--- src/rtl/fast_sched_pkg.sv ---
// Shared types and default sizing for the FAST field dispatch scheduler.
package fast_sched_pkg;
  localparam int NUM_DEC_DEF    = 4;
  localparam int MAX_FIELDS_DEF = 10;
  localparam int OP_W_DEF       = 32;
  localparam int FIELD_IDX_W    = $clog2(MAX_FIELDS_DEF);
  localparam int FIELD_CNT_W    = $clog2(MAX_FIELDS_DEF + 1);

  typedef logic [FIELD_IDX_W-1:0] field_idx_t;
  typedef logic [FIELD_CNT_W-1:0] field_cnt_t;
  typedef logic [OP_W_DEF-1:0]    op_t;

  typedef enum logic [1:0] {IDLE, RUN, DONE}    sched_state_e;
  typedef enum logic [1:0] {FREE, OFFER, BUSY} slot_state_e;
endpackage

--- src/rtl/field_dispatch_sched_if.sv ---
// Message intake and decoder-lane handshake bundle; slave = scheduler side.
interface field_dispatch_sched_if
  import fast_sched_pkg::*;
#(
  parameter int NUM_DECODERS = NUM_DEC_DEF,
  parameter int MAX_FIELDS   = MAX_FIELDS_DEF,
  parameter int OP_W         = OP_W_DEF
);
  localparam int CW = $clog2(MAX_FIELDS + 1);
  localparam int FW = $clog2(MAX_FIELDS);

  logic                                msg_valid;
  logic                                msg_ready;
  logic [MAX_FIELDS-1:0][OP_W-1:0]     msg_field_ops;
  logic [CW-1:0]                       msg_field_count;
  logic [NUM_DECODERS-1:0]             dec_valid;
  logic [NUM_DECODERS-1:0]             dec_ready;
  logic [NUM_DECODERS-1:0][OP_W-1:0]   dec_op;
  logic [NUM_DECODERS-1:0][FW-1:0]     dec_field_idx;
  logic [NUM_DECODERS-1:0]             dec_done;
  logic [NUM_DECODERS-1:0]             dec_error;
  logic                                msg_done;
  logic                                msg_error;
  logic                                busy;

  modport master (
    output msg_valid, msg_field_ops, msg_field_count, dec_ready, dec_done, dec_error,
    input  msg_ready, dec_valid, dec_op, dec_field_idx, msg_done, msg_error, busy
  );
  modport slave (
    input  msg_valid, msg_field_ops, msg_field_count, dec_ready, dec_done, dec_error,
    output msg_ready, dec_valid, dec_op, dec_field_idx, msg_done, msg_error, busy
  );
endinterface

--- src/rtl/slot_allocator.sv ---
// Hands consecutive field indices to candidate lanes in ascending lane order.
module slot_allocator #(
  parameter int N  = 4,
  parameter int CW = 4,
  parameter int FW = 4
) (
  input  logic [N-1:0]          cand_i,
  input  logic [CW-1:0]         issue_ptr_i,
  input  logic [CW-1:0]         remain_i,
  output logic [N-1:0]          grant_o,
  output logic [N-1:0][FW-1:0]  idx_o,
  output logic [CW-1:0]         n_assigned_o
);
  logic [CW-1:0] cnt;

  always_comb begin
    cnt     = '0;
    grant_o = '0;
    idx_o   = '0;
    for (int i = 0; i < N; i++) begin
      if (cand_i[i] && (cnt < remain_i)) begin
        grant_o[i] = 1'b1;
        idx_o[i]   = FW'(issue_ptr_i + cnt);
        cnt        = cnt + CW'(1);
      end
    end
    n_assigned_o = cnt;
  end
endmodule

--- src/rtl/field_dispatch_sched.sv ---
// Per-message field scheduler: issues field ops to decoder lanes, tracks
// completions per slot and reports message done / error.
module field_dispatch_sched
  import fast_sched_pkg::*;
#(
  parameter int NUM_DECODERS = NUM_DEC_DEF,
  parameter int MAX_FIELDS   = MAX_FIELDS_DEF,
  parameter int OP_W         = OP_W_DEF
) (
  input logic                   clk,
  input logic                   rstn,
  field_dispatch_sched_if.slave bus
);
  localparam int N  = NUM_DECODERS;
  localparam int CW = $clog2(MAX_FIELDS + 1);
  localparam int FW = $clog2(MAX_FIELDS);

  sched_state_e                    state_q, state_d;
  slot_state_e                     slot_q [N];
  slot_state_e                     slot_d [N];
  logic [MAX_FIELDS-1:0][OP_W-1:0] ops_q, ops_d;
  logic [CW-1:0]                   cnt_q, cnt_d, issue_q, issue_d, done_q, done_d;
  logic                            err_q, err_d;
  logic [N-1:0][OP_W-1:0]          op_q, op_d;
  logic [N-1:0][FW-1:0]            idx_q, idx_d;

  logic [N-1:0]          cand, fin, grant, dvld;
  logic [N-1:0][FW-1:0]  grant_idx;
  logic [CW-1:0]         n_grant, remain;
  logic                  err_hit, alloc_en, active;

  // A lane finishing this edge is immediately reusable (zero-bubble reissue).
  always_comb begin
    for (int i = 0; i < N; i++) begin
      fin[i]  = (slot_q[i] == BUSY) && bus.dec_done[i];
      cand[i] = (slot_q[i] == FREE) || fin[i];
      dvld[i] = (slot_q[i] == OFFER);
    end
    err_hit  = |(fin & bus.dec_error);
    alloc_en = (state_q == RUN) && !(err_q || err_hit);
    remain   = alloc_en ? (cnt_q - issue_q) : '0;
  end

  slot_allocator #(.N(N), .CW(CW), .FW(FW)) u_alloc (
    .cand_i       (cand),
    .issue_ptr_i  (issue_q),
    .remain_i     (remain),
    .grant_o      (grant),
    .idx_o        (grant_idx),
    .n_assigned_o (n_grant)
  );

  always_comb begin
    state_d = state_q;
    slot_d  = slot_q;
    ops_d   = ops_q;
    cnt_d   = cnt_q;
    issue_d = issue_q;
    done_d  = done_q;
    err_d   = err_q;
    op_d    = op_q;
    idx_d   = idx_q;
    active  = 1'b0;
    unique case (state_q)
      IDLE: if (bus.msg_valid) begin
        ops_d   = bus.msg_field_ops;
        cnt_d   = bus.msg_field_count;
        issue_d = '0;
        done_d  = '0;
        err_d   = 1'b0;
        state_d = (bus.msg_field_count == '0) ? DONE : RUN;
      end
      RUN: begin
        err_d   = err_q | err_hit;
        issue_d = issue_q + n_grant;
        for (int i = 0; i < N; i++) begin
          if (fin[i]) begin
            done_d    = done_d + CW'(1);
            slot_d[i] = FREE;
          end
          if (slot_q[i] == OFFER && bus.dec_ready[i]) slot_d[i] = BUSY;
          if (grant[i]) begin
            slot_d[i] = OFFER;
            op_d[i]   = ops_q[grant_idx[i]];
            idx_d[i]  = grant_idx[i];
          end
          if (slot_d[i] != FREE) active = 1'b1;
        end
        if ((done_d == cnt_q) || (err_d && !active)) state_d = DONE;
      end
      DONE: state_d = IDLE;
      default: state_d = IDLE;
    endcase
  end

  always_ff @(posedge clk or negedge rstn) begin
    if (!rstn) begin
      state_q <= IDLE;
      for (int i = 0; i < N; i++) slot_q[i] <= FREE;
      ops_q   <= '0;
      cnt_q   <= '0;
      issue_q <= '0;
      done_q  <= '0;
      err_q   <= 1'b0;
      op_q    <= '0;
      idx_q   <= '0;
    end else begin
      state_q <= state_d;
      slot_q  <= slot_d;
      ops_q   <= ops_d;
      cnt_q   <= cnt_d;
      issue_q <= issue_d;
      done_q  <= done_d;
      err_q   <= err_d;
      op_q    <= op_d;
      idx_q   <= idx_d;
    end
  end

  assign bus.msg_ready     = (state_q == IDLE);
  assign bus.busy          = (state_q != IDLE);
  assign bus.msg_done      = (state_q == DONE);
  assign bus.msg_error     = (state_q == DONE) && err_q;
  assign bus.dec_valid     = dvld;
  assign bus.dec_op        = op_q;
  assign bus.dec_field_idx = idx_q;
endmodule

--- src/flat_wrapper.sv ---
// flat-port wrapper written by rule: the top's interface ports become plain ports
module field_dispatch_sched_flat import fast_sched_pkg::*;
#(
  parameter int NUM_DECODERS = NUM_DEC_DEF,
  parameter int MAX_FIELDS   = MAX_FIELDS_DEF,
  parameter int OP_W         = OP_W_DEF
)
  (clk, rstn, bus_msg_valid, bus_msg_field_ops, bus_msg_field_count, bus_dec_ready, bus_dec_done, bus_dec_error, bus_msg_ready, bus_dec_valid, bus_dec_op, bus_dec_field_idx, bus_msg_done, bus_msg_error, bus_busy);
  field_dispatch_sched_if #(.NUM_DECODERS(NUM_DECODERS), .MAX_FIELDS(MAX_FIELDS), .OP_W(OP_W)) bus_i ();
  input logic clk;
  input logic rstn;
  input wire logic [$bits(bus_i.msg_valid)-1:0] bus_msg_valid;
  input wire logic [$bits(bus_i.msg_field_ops)-1:0] bus_msg_field_ops;
  input wire logic [$bits(bus_i.msg_field_count)-1:0] bus_msg_field_count;
  input wire logic [$bits(bus_i.dec_ready)-1:0] bus_dec_ready;
  input wire logic [$bits(bus_i.dec_done)-1:0] bus_dec_done;
  input wire logic [$bits(bus_i.dec_error)-1:0] bus_dec_error;
  output wire logic [$bits(bus_i.msg_ready)-1:0] bus_msg_ready;
  output wire logic [$bits(bus_i.dec_valid)-1:0] bus_dec_valid;
  output wire logic [$bits(bus_i.dec_op)-1:0] bus_dec_op;
  output wire logic [$bits(bus_i.dec_field_idx)-1:0] bus_dec_field_idx;
  output wire logic [$bits(bus_i.msg_done)-1:0] bus_msg_done;
  output wire logic [$bits(bus_i.msg_error)-1:0] bus_msg_error;
  output wire logic [$bits(bus_i.busy)-1:0] bus_busy;
  assign bus_i.msg_valid = bus_msg_valid;
  assign bus_i.msg_field_ops = bus_msg_field_ops;
  assign bus_i.msg_field_count = bus_msg_field_count;
  assign bus_i.dec_ready = bus_dec_ready;
  assign bus_i.dec_done = bus_dec_done;
  assign bus_i.dec_error = bus_dec_error;
  assign bus_msg_ready = bus_i.msg_ready;
  assign bus_dec_valid = bus_i.dec_valid;
  assign bus_dec_op = bus_i.dec_op;
  assign bus_dec_field_idx = bus_i.dec_field_idx;
  assign bus_msg_done = bus_i.msg_done;
  assign bus_msg_error = bus_i.msg_error;
  assign bus_busy = bus_i.busy;
  field_dispatch_sched #(.NUM_DECODERS(NUM_DECODERS), .MAX_FIELDS(MAX_FIELDS), .OP_W(OP_W)) u_core (.clk(clk), .rstn(rstn), .bus(bus_i));
endmodule
--- config.mk ---
export PLATFORM = sky130hd
export DESIGN_NAME = field_dispatch_sched_flat
export DESIGN_NICKNAME = d
export VERILOG_FILES = /design/src/rtl/fast_sched_pkg.sv /design/src/rtl/field_dispatch_sched_if.sv /design/src/rtl/slot_allocator.sv /design/src/rtl/field_dispatch_sched.sv /design/src/flat_wrapper.sv
export SDC_FILE = /design/constraint.sdc
export NUM_CORES = 2
export LEC_CHECK = 0
export BUFFER_PORTS_ARGS = -buffer_cell sky130_fd_sc_hd__clkbuf_2
export CAP_MARGIN = 20
export CORE_MARGIN = 2
export CORE_UTILIZATION = 40
export DETAILED_ROUTE_END_ITERATION = 6
export SLEW_MARGIN = 20
export SYNTH_ARGS = -nofsm -noshare
export SYNTH_HDL_FRONTEND = slang
export SYNTH_SLANG_ARGS = --single-unit
--- constraint.sdc ---
create_clock -name clk -period 8.3 [get_ports clk]
set_clock_uncertainty 0.2 [all_clocks]
set_input_delay 2.49 -clock clk [delete_from_list [all_inputs] [get_ports clk]]
set_output_delay 2.49 -clock clk [all_outputs]
set_load 0.1 [all_outputs]
== Yosys cells after proc, flatten, opt, wreduce, memory -nomap -nowiden ==
Index checks and enable logic that the tools add are counted.
Widths: inputs -> output; s select.

* Output and inout bits: 152
* Register bits: 487

* Equality and inequality tests: 13
* Order comparisons: 8
* Multiplexer cells: 59
* Bitwise gates (word level): 2
* Reductions and logical operators: 43
* Add/sub/neg operators: 12

{| class="wikitable"
|+ Operators by type and width
! cell !! count
|-
| $bmux 32 s4 || 4
|-
| $mux 32 || 4
|-
| $mux 4 || 17
|-
| $mux 2 || 19
|-
| $add 4x1->4 const B || 7
|-
| $lt 4x5->1 const B || 4
|-
| $add 4x4->4 || 4
|-
| $pmux 4 s2 || 2
|-
| $logic_and 1x1->1 || 15
|-
| $reduce_and 2->1 || 7
|-
| $lt 4x4->1 || 3
|-
| $reduce_bool 2->1 || 6
|-
| $mux 1 || 11
|-
| $eq 2x1->1 const B || 5
|-
| $eq 2x2->1 const B || 5
|-
| $logic_not 2->1 || 5
|-
| $logic_or 1x1->1 || 6
|-
| $and 4x4->4 || 1
|-
| $eq 4x4->1 || 1
|-
| $logic_not 4->1 || 1
|-
| $lt 1x4->1 const A || 1
|-
| $ne 2x2->1 const B || 2
|-
| $pmux 2 s2 || 1
|-
| $reduce_or 4->1 || 1
|-
| 4 further kinds || 5
|}

== Longest topological paths before layout ==
* Word-level depth: 30
* Mapped depth: 32
* Gate-level depth less buffers: 27

== Modules after synthesis ==
From an unflattened synthesis, not the netlist that was laid out.

* Cell total of the unflattened synthesis: 2,805
* Area, all modules: 29,019.1 um^2

{| class="wikitable"
|+ Modules (own cells, without submodules)
! module !! area an instance (um^2) !! cells an instance !! sequential area each (um^2) !! times used
|-
| field_dispatch_sched || 28,384.7 || 2,724 || 12,186.7 || 1
|-
| slot_allocator || 634.4 || 81 || 0.0 || 1
|}

== Worst setup path before layout ==
No wires, ideal clock.

* Kind: input port to flip-flop
* Start point: input bus_dec_done[2]
* End point: register u_core.op_q, in the netlist u_core.bus.dec_op[105]
* Library setup time: 0.088 ns
* Slack: -0.536 ns
* Data arrival time: 8.547 ns
* Buffers on the path: 11
* Cell stages on the path: 28
* Cells stage by stage: and3b_1 > buf_6 > a222oi_1 > and3_1 > and2_1 > inv_2 > clkbuf_1 > clkbuf_1 > buf_1 > ha_1 > nor3_1 > a21oi_1 > o41a_1 > buf_6 > buf_2 > xnor2_1 > ha_1 > inv_1 > fa_1 > clkbuf_1 > clkbuf_1 > clkbuf_1 > clkbuf_1 > buf_1 > nor2_1 > a21oi_1 > o211ai_1 > a41oi_1

* Cells in the longest elaborated chain, start to end: 21
* Elaborated cells between the ends (all ways): 27

{| class="wikitable"
|+ Ends and longest elaborated chain
! item !! RTL line !! source
|-
| start, declared || flat_wrapper.sv:16 || <nowiki>input wire logic [$bits(bus_i.dec_done)-1:0] bus_dec_done;</nowiki>
|-
| $logic_and 1x1->1 (*) || field_dispatch_sched.sv:35 || <nowiki>fin[i] = (slot_q[i] == BUSY) && bus.dec_done[i];</nowiki>
|-
| $and 4x4->4 || field_dispatch_sched.sv:39 || <nowiki>err_hit = |(fin & bus.dec_error);</nowiki>
|-
| $reduce_or 4->1 || field_dispatch_sched.sv:39 ||
|-
| $logic_or 1x1->1 || field_dispatch_sched.sv:40 || <nowiki>alloc_en = (state_q == RUN) && !(err_q || err_hit);</nowiki>
|-
| $logic_not 1->1 || field_dispatch_sched.sv:40 ||
|-
| $logic_and 1x1->1 || field_dispatch_sched.sv:40 ||
|-
| $mux 4 || field_dispatch_sched.sv:41 || <nowiki>remain = alloc_en ? (cnt_q - issue_q) : '0;</nowiki>
|-
| $lt 1x4->1 || slot_allocator.sv:21 || <nowiki>if (cand_i[i] && (cnt < remain_i)) begin</nowiki>
|-
| [5 not listed] || -- ||
|-
| $lt 4x4->1 || slot_allocator.sv:21 ||
|-
| $logic_and 1x1->1 || slot_allocator.sv:21 ||
|-
| $mux 4 || slot_allocator.sv:21 ||
|-
| $lt 4x4->1 || slot_allocator.sv:21 ||
|-
| $logic_and 1x1->1 || slot_allocator.sv:21 ||
|-
| $mux 4 || slot_allocator.sv:21 ||
|-
| $bmux 32 s4 || field_dispatch_sched.sv:84 || <nowiki>op_d[i] = ops_q[grant_idx[i]];</nowiki>
|-
| $mux 32 (not written as such) || field_dispatch_sched.sv:84 ||
|-
| end signal, assigned || field_dispatch_sched.sv:115 || <nowiki>op_q <= op_d;</nowiki>
|-
| end, declared || field_dispatch_sched.sv:24 || <nowiki>logic [N-1:0][OP_W-1:0] op_q, op_d;</nowiki>
|}

Every way passes the cells marked *; elsewhere a longest branch is shown, timed or not. The select of a mux whose other input is x is not followed.
A chain may end at the register's enable or synchronous reset.

== Worst setup path after layout ==
* Start point: input bus_dec_done[2]
* End point: register u_core.op_q, in the netlist u_core.bus.dec_op[124]

The elaborated chain is that of the path after synthesis.

==> impl_summary.txt <==
----------------------------------------------------
[Yosys]
  Syn Inst Count ... 3548
  Post-Synth Adder-Cell Area ... 0.0114
  Number of flops mapped to enable cells by yosys ... 0
  Synthesized area divided by synthesized cell count ... 8.49 um2
  Flip-flop cell with the highest count after synthesis ... sky130_fd_sc_hd__dfrtp_1
  Synthesized Nets ... 3912
  Post-synthesis cell type count ... 81
  Multiplexer fraction of the synthesized cell area ... 0.124
  Post-Syn Area ... 30100 um2
  Number of warnings reported in the yosys synthesis log ... 0
  Share of the synthesized area in compound gates (AO/OA/AOI/OAI) ... 0.182
  Share of async-settable or async-resettable flops after synthesis ... 1.00
  Synthesis-stage register bit count ... 487
  Xor-xnor portion of the synthesized cell area ... 0.0103
  Post-synthesis share of cell area spent on and, or, nand and nor gates ... 0.222
  Seq/Total Area, Yosys ... 0.405
  Main combinational cell family by area after synthesis ... simple AND/OR/NAND/NOR gates

[Floorplan]
  I/O pin cnt ... 491
  Effective utilization at floorplan ... 0.405
  Number of placement rows ... 100
  Placeable Area ... 74400 um2
  Die span in y ... 278 um
  Floorplan die area ... 77500 um2
  Die W ... 278 um

[Worst setup path]
  R2R Path End ... u_core.bus.dec_op[124]
  Launch point of the worst path ... bus_dec_done[2]
  Startpoint class of the critical path ... input port
  Critical-path maximum fanout ... 76
  Most frequent cell on the critical path ... sky130_fd_sc_hd__nand2_1
  Cell with the largest stage delay on the worst path ... sky130_fd_sc_hd__nor3_4
  Data required time of the worst path ... 8.59 ns
  Critical path capture point type ... flop
  Highest cell delay on the worst timing path ... 0.97 ns
  List of cells traversed by the critical path ... clkbuf_2, and3b_1, a222oi_1, buf_4, nand2_1, nor2_2, o2111a_1, ha_1, nor2_1, nand2_1, o41a_2, xnor2_2, ha_4, inv_1, fa_4, buf_12, nor3_4, a2111o_1, a41oi_1
  R2r startpoint ... u_core.issue_q[1]
  Endpoint of the worst setup timing path ... u_core.bus.dec_op[124]
  CP Data Arrival Time ... 7.97 ns
  Setup slack on the worst flop-to-flop path ... 1.12 ns
  Type of the worst setup path ... input port to flop
  Reg2Reg Depth ... 18

[Final layout]
  Nets@finish ... 4237
  Area growth from synthesis to final layout ... 18.2%
  Util after Layout ... 0.478
  Fraction of final layout cells sized beyond drive strength 1 ... 0.210

[Timing]
  Endpoints failing hold ... 0
  Peak Freq ... 0.130 GHz
  RSZ-0062 raised after global routing ... false
  Final-report setup violation count ... 0
  Normalized max-slew margin ... 0.176
  Period Utilization, post-route ... 0.926
  Slack of the critical path ... 0.618 ns
  Post-layout minimum cycle time ... 7.68 ns
  Worst hold margin ... 0.285 ns
  Worst slew pin tran ... 1.23 ns
  Fin Setup TNS ... 0 ns
  Count of pins over their slew limit ... 0

[CTS]
  Post-cts hold buffer count ... 0
  Clock latency at the later pin of the worst-skew pair ... 0.64 ns
  Maximum buffer depth of the clock tree ... 3
  Number of gates resized after cts ... 0
  Clock tree from TritonCTS ... yes
  Deepest level of the CTS H-tree ... 2
  Clock Tree Root ... sky130_fd_sc_hd__clkbuf_16
  Number of clock sinks ... 487
  TritonCTS buffer count ... 55
  Number of buffers added for setup after CTS ... 0
  Clock transition at the registers of the reported paths ... 0.06 ns

[Placed design]
  Estimated wirelength of the detail-placed design ... 89600 um
  Final weighted congestion in routability-driven placement ... 0.930
  Setup slack at placement ... 0.0304 ns
  Number of buffers inserted by port buffering ... 490

[GRT]
  Pin count of the biggest net entering global routing ... 157
  Global route total overflow ... 0
  Vias in the first global route ... 28700
  Global-route usage over all layers ... 0.337
  Initial antenna violation count ... 6
  First-pass GRT wire length ... 195000 um

[Routing]
  1st-pass router iterations ... 7
  DR vias ... 30100
  Final antenna-violating net count ... 0
  Number of design-rule violations left by the first detailed-router iteration ... 3723
  Detail-routed via count per cell ... 6.15
  Sum of routed wire length over all layers ... 134000 um
  Total DRC errors in the routed layout ... 2
  Routed len/inst ... 27.4 um

[Run status]
  Violated checks ... DRC
  Run status ... finished, violations left

[Flow run]
  Max Cap Violations ... 0

[Hold path]
  Worst min path class ... flop to flop

----------------------------------------------------
[flip-flops by register name, indices dropped and copies added (netlist names)]
signal and flops:
u_core.cnt_q 4, u_core.bus.dec_op 128, u_core.err_q 1, u_core.done_q 4, u_core.slot_q 8, u_core.state_q 2
u_core.issue_q 4, u_core.bus.dec_field_idx 16, u_core.ops_q 320
[metrics by stage]
stage | std cells | instance area [um2]
after global placement | 4784 | 33600
after CTS | 4887 | 35600
after detailed placement | 4785 | 33600
final | 4890 | 35600
after floorplan | 3548 | 30200
after global routing | 4888 | 35600
[cells in the mapped netlist, drive strengths merged (20+ instances only)]
library cell | n | area [um2]
a211oi | 77 | 578
a21boi | 32 | 240
a21oi | 171 | 856
a221o | 20 | 200
a221oi | 21 | 184
and3 | 38 | 243
buf | 82 | 453
clkbuf | 221 | 830
dfrtp | 487 | 12200
ha | 21 | 263
inv | 24 | 90.1
mux2i | 214 | 2140
mux4 | 64 | 1440
nand2 | 1242 | 4660
nand2b | 24 | 150
nor2 | 155 | 589
nor2b | 40 | 250
nor3 | 58 | 334
o2111ai | 35 | 307
o211ai | 38 | 285
o21ai | 85 | 425
o221ai | 65 | 588
o22ai | 85 | 532
[per-layer routing]
metal	track usage	vias to the layer above	routed length (um)
li1	-	13200	-
met1	0.460	14400	54100
met2	0.490	2035	56800
met3	0.0964	445	16000
met4	0.161	4	7000
met5	0	-	26
[placed cells by master, fill, tap and decap left out, types with 11 or more instances in the layout]
| cell | netlist | final |
|---|---|---|
| sky130_fd_sc_hd__nand3b_1 | 17 | 17 |
| sky130_fd_sc_hd__nand2b_1 | 24 | 24 |
| sky130_fd_sc_hd__a41oi_1 | 17 | 17 |
| sky130_fd_sc_hd__buf_12 | 0 | 17 |
| sky130_fd_sc_hd__nor3_1 | 53 | 49 |
| sky130_fd_sc_hd__nor2_1 | 152 | 148 |
| sky130_fd_sc_hd__o21ai_0 | 82 | 82 |
| sky130_fd_sc_hd__nor2b_1 | 40 | 40 |
| sky130_fd_sc_hd__xnor2_1 | 19 | 15 |
| sky130_fd_sc_hd__o22ai_1 | 85 | 85 |
| sky130_fd_sc_hd__nand2_1 | 1241 | 1235 |
| sky130_fd_sc_hd__a21boi_0 | 32 | 31 |
| sky130_fd_sc_hd__a22o_1 | 11 | 11 |
| sky130_fd_sc_hd__o2111ai_1 | 35 | 35 |
| sky130_fd_sc_hd__o221ai_1 | 62 | 62 |
| sky130_fd_sc_hd__buf_4 | 4 | 63 |
| sky130_fd_sc_hd__and3_1 | 37 | 34 |
| sky130_fd_sc_hd__dfrtp_1 | 487 | 487 |
| sky130_fd_sc_hd__clkbuf_16 | 0 | 56 |
| sky130_fd_sc_hd__clkbuf_2 | 0 | 489 |
| sky130_fd_sc_hd__o211ai_1 | 38 | 38 |
| sky130_fd_sc_hd__inv_1 | 23 | 23 |
| sky130_fd_sc_hd__a221oi_1 | 21 | 21 |
| sky130_fd_sc_hd__ha_1 | 21 | 17 |
| sky130_fd_sc_hd__mux2_2 | 13 | 13 |
| sky130_fd_sc_hd__a211oi_1 | 77 | 77 |
| sky130_fd_sc_hd__a221o_1 | 20 | 20 |
| sky130_fd_sc_hd__a21oi_1 | 171 | 171 |
| sky130_fd_sc_hd__mux2i_1 | 214 | 214 |
| sky130_fd_sc_hd__mux4_2 | 64 | 64 |
| sky130_fd_sc_hd__a2111o_1 | 19 | 19 |
| sky130_fd_sc_hd__clkinv_2 | 0 | 12 |
[cell families after synthesis]
logic type,count (synthesis)
XOR/XNOR,32
multiplexers,291
AO/OA/AOI/OAI,763
adder cells (fa/ha/maj),25
buffers and inverters,328
AND/OR/NAND/NOR,1622
flip-flops,487
[worst max-delay path: cells and delay by family]
kind,cells,cell delay (ns)
and+or+nand+nor,6,1.95
AOI/OAI and AO/OA,5,1.39
adders and majority gates,3,1.15
buffers and inverters,4,0.64
xor gates and xnor gates,1,0.30
[area by class of cell]
cell class	instances	area, um2
flip-flops and latches	487	12200
well taps	969	1210
multi-input cells	2733	16800
repair buffers	571	3300
clock inverters	35	432
inverters	25	96.3
fillers	7184	38800
clock buffers	67	1540
diodes	3	7.51
[how the worst min path moves through the flow]
stage	depth (start not counted)	slack (ns)	startpoint	to
global placement	2	0.26	u_core.bus.dec_field_idx[3]	u_core.bus.dec_field_idx[3]
CTS	2	0.29	u_core.bus.dec_field_idx[3]	u_core.bus.dec_field_idx[3]
global route	1	0.32	u_core.bus.dec_field_idx[1]	u_core.bus.dec_field_idx[1]
finish	2	0.29	u_core.bus.dec_field_idx[3]	u_core.bus.dec_field_idx[3]
detailed placement	2	0.28	u_core.bus.dec_field_idx[3]	u_core.bus.dec_field_idx[3]
floorplan	2	0.27	u_core.done_q[3]	u_core.done_q[3]
Power is left out: the tool's default activity adds up to more than one toggle a clock period on the data nets, which glitch-free logic cannot reach.
